[config.mk]
export PLATFORM = sky130hd
export DESIGN_NAME = rr_requester
export DESIGN_NICKNAME = d
export VERILOG_FILES = /design/src/rtl/rr_requester_pkg.sv /design/src/rtl/rr_req_slot.sv /design/src/rtl/rr_requester.sv
export SDC_FILE = /design/constraint.sdc
export NUM_CORES = 1
export LEC_CHECK = 0
export CAP_MARGIN = 10
export CORE_MARGIN = 5
export CORE_UTILIZATION = 59
export DETAILED_ROUTE_END_ITERATION = 16
export PLACE_DENSITY = 0.87
export REMOVE_ABC_BUFFERS = 1
export SYNTH_ARGS = -nofsm -noshare
export SYNTH_HDL_FRONTEND = slang
export SYNTH_SLANG_ARGS = --single-unit
[constraint.sdc]
create_clock -name clock -period 6 [get_ports clock]
set_input_delay 0.9 -clock clock [delete_from_list [all_inputs] [get_ports clock]]
set_output_delay 0.9 -clock clock [all_outputs]
set_load 0.01 [all_outputs]
[src/rtl/rr_requester_pkg.sv]
// rtl/rr_requester_pkg.sv - shared constants and grant-vector helper for rr_requester
package rr_requester_pkg;

  localparam int DEFAULT_CLIENTS = 32;
  localparam int AGE_W           = 16;
  localparam int STARVE_LIMIT    = 2 * DEFAULT_CLIENTS;
  localparam int VEC_W           = 64;

  // True when more than one bit is set: clearing the lowest set bit leaves something behind.
  function automatic logic popcount_gt1(input logic [VEC_W-1:0] vec);
    return |(vec & (vec - VEC_W'(1)));
  endfunction

endpackage

[src/rtl/rr_req_slot.sv]
// rtl/rr_req_slot.sv - one client's pending counter, sticky overflow and (RR_REQUESTER_AGE_EN) age counter
module rr_req_slot
  import rr_requester_pkg::*;
#(
  parameter int DEPTH = 7,
  parameter int CNT_W = $clog2(DEPTH + 1)
) (
  input  logic clock,
  input  logic reset,
  input  logic push,
  input  logic grant,
  output logic request,
`ifdef RR_REQUESTER_AGE_EN
  output logic starving,
`endif
  output logic overflow
);

  logic [CNT_W-1:0] pending;
  logic             full;
  logic             empty;
  logic             inc;
  logic             dec;

  assign full    = (pending == CNT_W'(DEPTH));
  assign empty   = (pending == '0);
  assign dec     = grant && !empty;
  // A grant frees a slot in the same cycle, so a push at full is still taken when granted.
  assign inc     = push && (!full || dec);
  assign request = !empty;

  always_ff @(posedge clock) begin
    if (reset) begin
      pending  <= '0;
      overflow <= 1'b0;
    end else begin
      if (inc && !dec) begin
        pending <= pending + CNT_W'(1);
      end else if (dec && !inc) begin
        pending <= pending - CNT_W'(1);
      end
      if (push && !inc) begin
        overflow <= 1'b1;
      end
    end
  end

`ifdef RR_REQUESTER_AGE_EN
  logic [AGE_W-1:0] age;
  logic [AGE_W-1:0] age_next;

  always_comb begin
    age_next = age;
    if (!request || grant) begin
      age_next = '0;
    end else if (!(&age)) begin
      age_next = age + AGE_W'(1);
    end
  end

  // Flag is computed from the next age so a grant drops it on the very next cycle.
  always_ff @(posedge clock) begin
    if (reset) begin
      age      <= '0;
      starving <= 1'b0;
    end else begin
      age      <= age_next;
      starving <= (age_next >= AGE_W'(STARVE_LIMIT));
    end
  end
`endif

endmodule

[src/rtl/rr_requester.sv]
// rtl/rr_requester.sv - client-side request front end for rr_arbiter with grant checking
// Optional age/starve tracking is enabled by defining RR_REQUESTER_AGE_EN.
module rr_requester
  import rr_requester_pkg::*;
#(
  parameter  int CLIENTS = 32,
  parameter  int DEPTH   = 7,
  localparam int CNT_W   = $clog2(DEPTH + 1)
) (
  input  logic               clock,
  input  logic               reset,
  input  logic [CLIENTS-1:0] push,
  input  logic [CLIENTS-1:0] grant,
  output logic [CLIENTS-1:0] request,
  output logic [CLIENTS-1:0] overflow,
`ifdef RR_REQUESTER_AGE_EN
  output logic               starve,
`endif
  output logic               grant_err,
  output logic               idle
);

`ifdef RR_REQUESTER_AGE_EN
  logic [CLIENTS-1:0] starving;
  assign starve = |starving;
`endif

  for (genvar i = 0; i < CLIENTS; i++) begin : g_slot
    rr_req_slot #(
      .DEPTH (DEPTH),
      .CNT_W (CNT_W)
    ) u_slot (
      .clock    (clock),
      .reset    (reset),
      .push     (push[i]),
      .grant    (grant[i]),
      .request  (request[i]),
`ifdef RR_REQUESTER_AGE_EN
      .starving (starving[i]),
`endif
      .overflow (overflow[i])
    );
  end

  // request is the registered non-empty state, so this flags grants to clients that were not asking.
  always_ff @(posedge clock) begin
    if (reset) begin
      grant_err <= 1'b0;
    end else begin
      grant_err <= popcount_gt1(VEC_W'(grant)) || (|(grant & ~request));
    end
  end

  assign idle = ~|request;

endmodule
==> results.toml <==
[timing]
skew_ps = 8.62
drv_slew = 0
hold_viol = 0
holdWs_ps = 473
tightestPinTransition_ps = 843
setup_viol = 0
rsz0062_at_grt = "false"
max_freq_mhz = 278
slew_headroom = 0.438
setup_ws_ps = 2400
period_share = 0.601
setup-tns-final_ps = 0
fin_crit_ps = 3600

[layout]
num_antenna_cells = 0
nets = 1099
fin_area_sq_um = 9690
mostFrequentLayoutCells = "clkdlybuf4s50_1 (130), dfxtp_1 (129), nor2_1 (106), inv_1 (75), xor2_1 (64)"
drive_above_1_share = 0.0754
layout_commonest_cell = "clkdlybuf4s50_1"
syn_to_final_growth_pct = 20.2

[grt]
grt.met3_usage = 0.0521
met1_usage = 0.300
grt.busiest_layer = "met2"
grt_max_degree = 86
use_met2 = 0.394
grt_overflow = 0
antenna_found_initial = 0
track_usage = 0.238
grt_pass1_vias = 6431
grt_first_pass_wirelength_microns = 31000

[critical_path]
worstSetupPathType = "flip-flop to output pin"
cp_data_required_time_ps = 5100
arrival_ps = 2700
cp-start-kind = "flip-flop"
end_kind = "output pin"
cp_max_fo = 4

[die]
dieArea_sq_um = 16100
die_y_microns = 127
io_pins = 132
rows = 42
initial_core_util = 0.604
fp.coreArea_sq_um = 13300
die_w_microns = 127

[synthesis]
syn_inst = 896
ys.flop_type = "dfxtp_1"
synth_edf_count = 0
syn_area_sq_um = 8060
yosys_register_bits = 129
ys_types = 47
synth.avg_cell_area_sq_um = 9.00
synth-seq-area-share = 0.320
yosys_warnings = 0
async_flop_share = 0

[power_and_ir_drop]
ir_drop_v = 0.000335
power_density_nw_per_um2 = 505
p_leak_nw = 4.14

[clock_tree]
postCtsSetupBuffers = 0
cts.root.buffer_cell = "clkbuf_16"
cts_resized = 0
cts_hold_buf = 0
clock_path_buffers = 2
cts_sinks = 129
numCtsBuffers = 17
clock_latency_ps = 420
htreeDepth = 4
clk_pin_slew_ps = 50
cts_tree = "done"

[routing]
drt_first_pass_iters = 6
drtIter0Drc = 365
drc = 0
vias = 6450
wl_per_cell_microns = 16.2
viasPerCell = 5.57
drt-total-wl_microns = 18700
ant_nets = 0

[place]
postPlaceCellArea_sq_um = 9070
hpwlAfterDp_microns = 14100
io_buffers = 131
finalWeightedCongestion = 0.867
dp_slack_ps = 2310

[run_status]
outcome = "finished clean"

[run]
drv_cap = 0

[min_path]
hold_path_class = "flip-flop to flip-flop"
[final cells by class]
type / instances / area (sq um)
multi-input combinational: 614 / 4670
sequential: 129 / 2580
clock buffer: 23 / 498
inverter: 75 / 282
clock inverter: 9 / 128
timing repair buffer: 132 / 1320
tap: 176 / 220
fill: 1010 / 3650
[flip-flops by register name, summed over array words and instances (netlist names)]
name                    count
g_slot.u_slot.pending      96
grant_err                   1
g_slot.u_slot.overflow     32
[power breakdown]
| part | switching (mW) | internal [mW] |
|---|---|---|
| Sequential | 0.359 | 1.15 |
| Clock | 0.373 | 0.706 |
| Combinational | 1.17 | 1.14 |
[critical path, stage by stage (launching register included)]
cell,delay [ps]
dfxtp_1,350
nor3_1,360
inv_1,150
nor4_1,470
nand4_1,200
nor2_1,200
clkdlybuf4s50_1,560
[worst paths after layout]
check	from	endpoint	slack, ps	cells past startpoint
worst max-delay path	g_slot[31].u_slot.pending[0]	idle	2400	6
worst min-delay path	g_slot[11].u_slot.overflow	g_slot[11].u_slot.overflow	470	2
worst max register to register	g_slot[21].u_slot.pending[0]	g_slot[21].u_slot.pending[2]	3620	8
worst min register to register	g_slot[11].u_slot.overflow	g_slot[11].u_slot.overflow	470	2
[per-stage QoR]
stage	std cells	util	total power [mW]
floorplan	818	-	2.95
global placement	1126	0.679	3.70
detailed placement	1126	0.679	3.80
CTS	1158	0.726	4.93
global route	1158	0.726	5.29
finish	1158	0.726	4.90
[kinds of logic after synthesis]
family	after synthesis	synth area share
compound gates	132	0.114
flops	129	0.320
xor+xnor	64	0.0695
fa+ha+maj	64	0.129
buf+inv	153	0.101
simple gates	322	0.226
mux	32	0.0397
[per-layer routing]
metal | routed length, microns | vias up
li1 | - | 3170
met1 | 8070 | 3065
met2 | 9020 | 181
met3 | 1100 | 34
met4 | 562 | 0
met5 | 0 | -
[Yosys cell counts (all sizes together) (8+ instances only)]
cell | instances | area share
nor2 | 106 | 0.049
a2111oi | 8 | 0.011
o21ba | 29 | 0.036
buf | 64 | 0.060
dfxtp | 129 | 0.32
nand2 | 34 | 0.016
nor4 | 12 | 0.014
nor3 | 14 | 0.0087
fa | 32 | 0.079
mux2i | 32 | 0.040
inv | 75 | 0.035
and2 | 30 | 0.023
nor4b | 14 | 0.015
o21ai | 37 | 0.023
or3 | 61 | 0.048
a21oi | 39 | 0.024
xor2 | 64 | 0.070
nand4 | 11 | 0.0085
ha | 32 | 0.050
clkbuf | 14 | 0.0065
nand4b | 22 | 0.026
(Power assumes the default switching activity.)
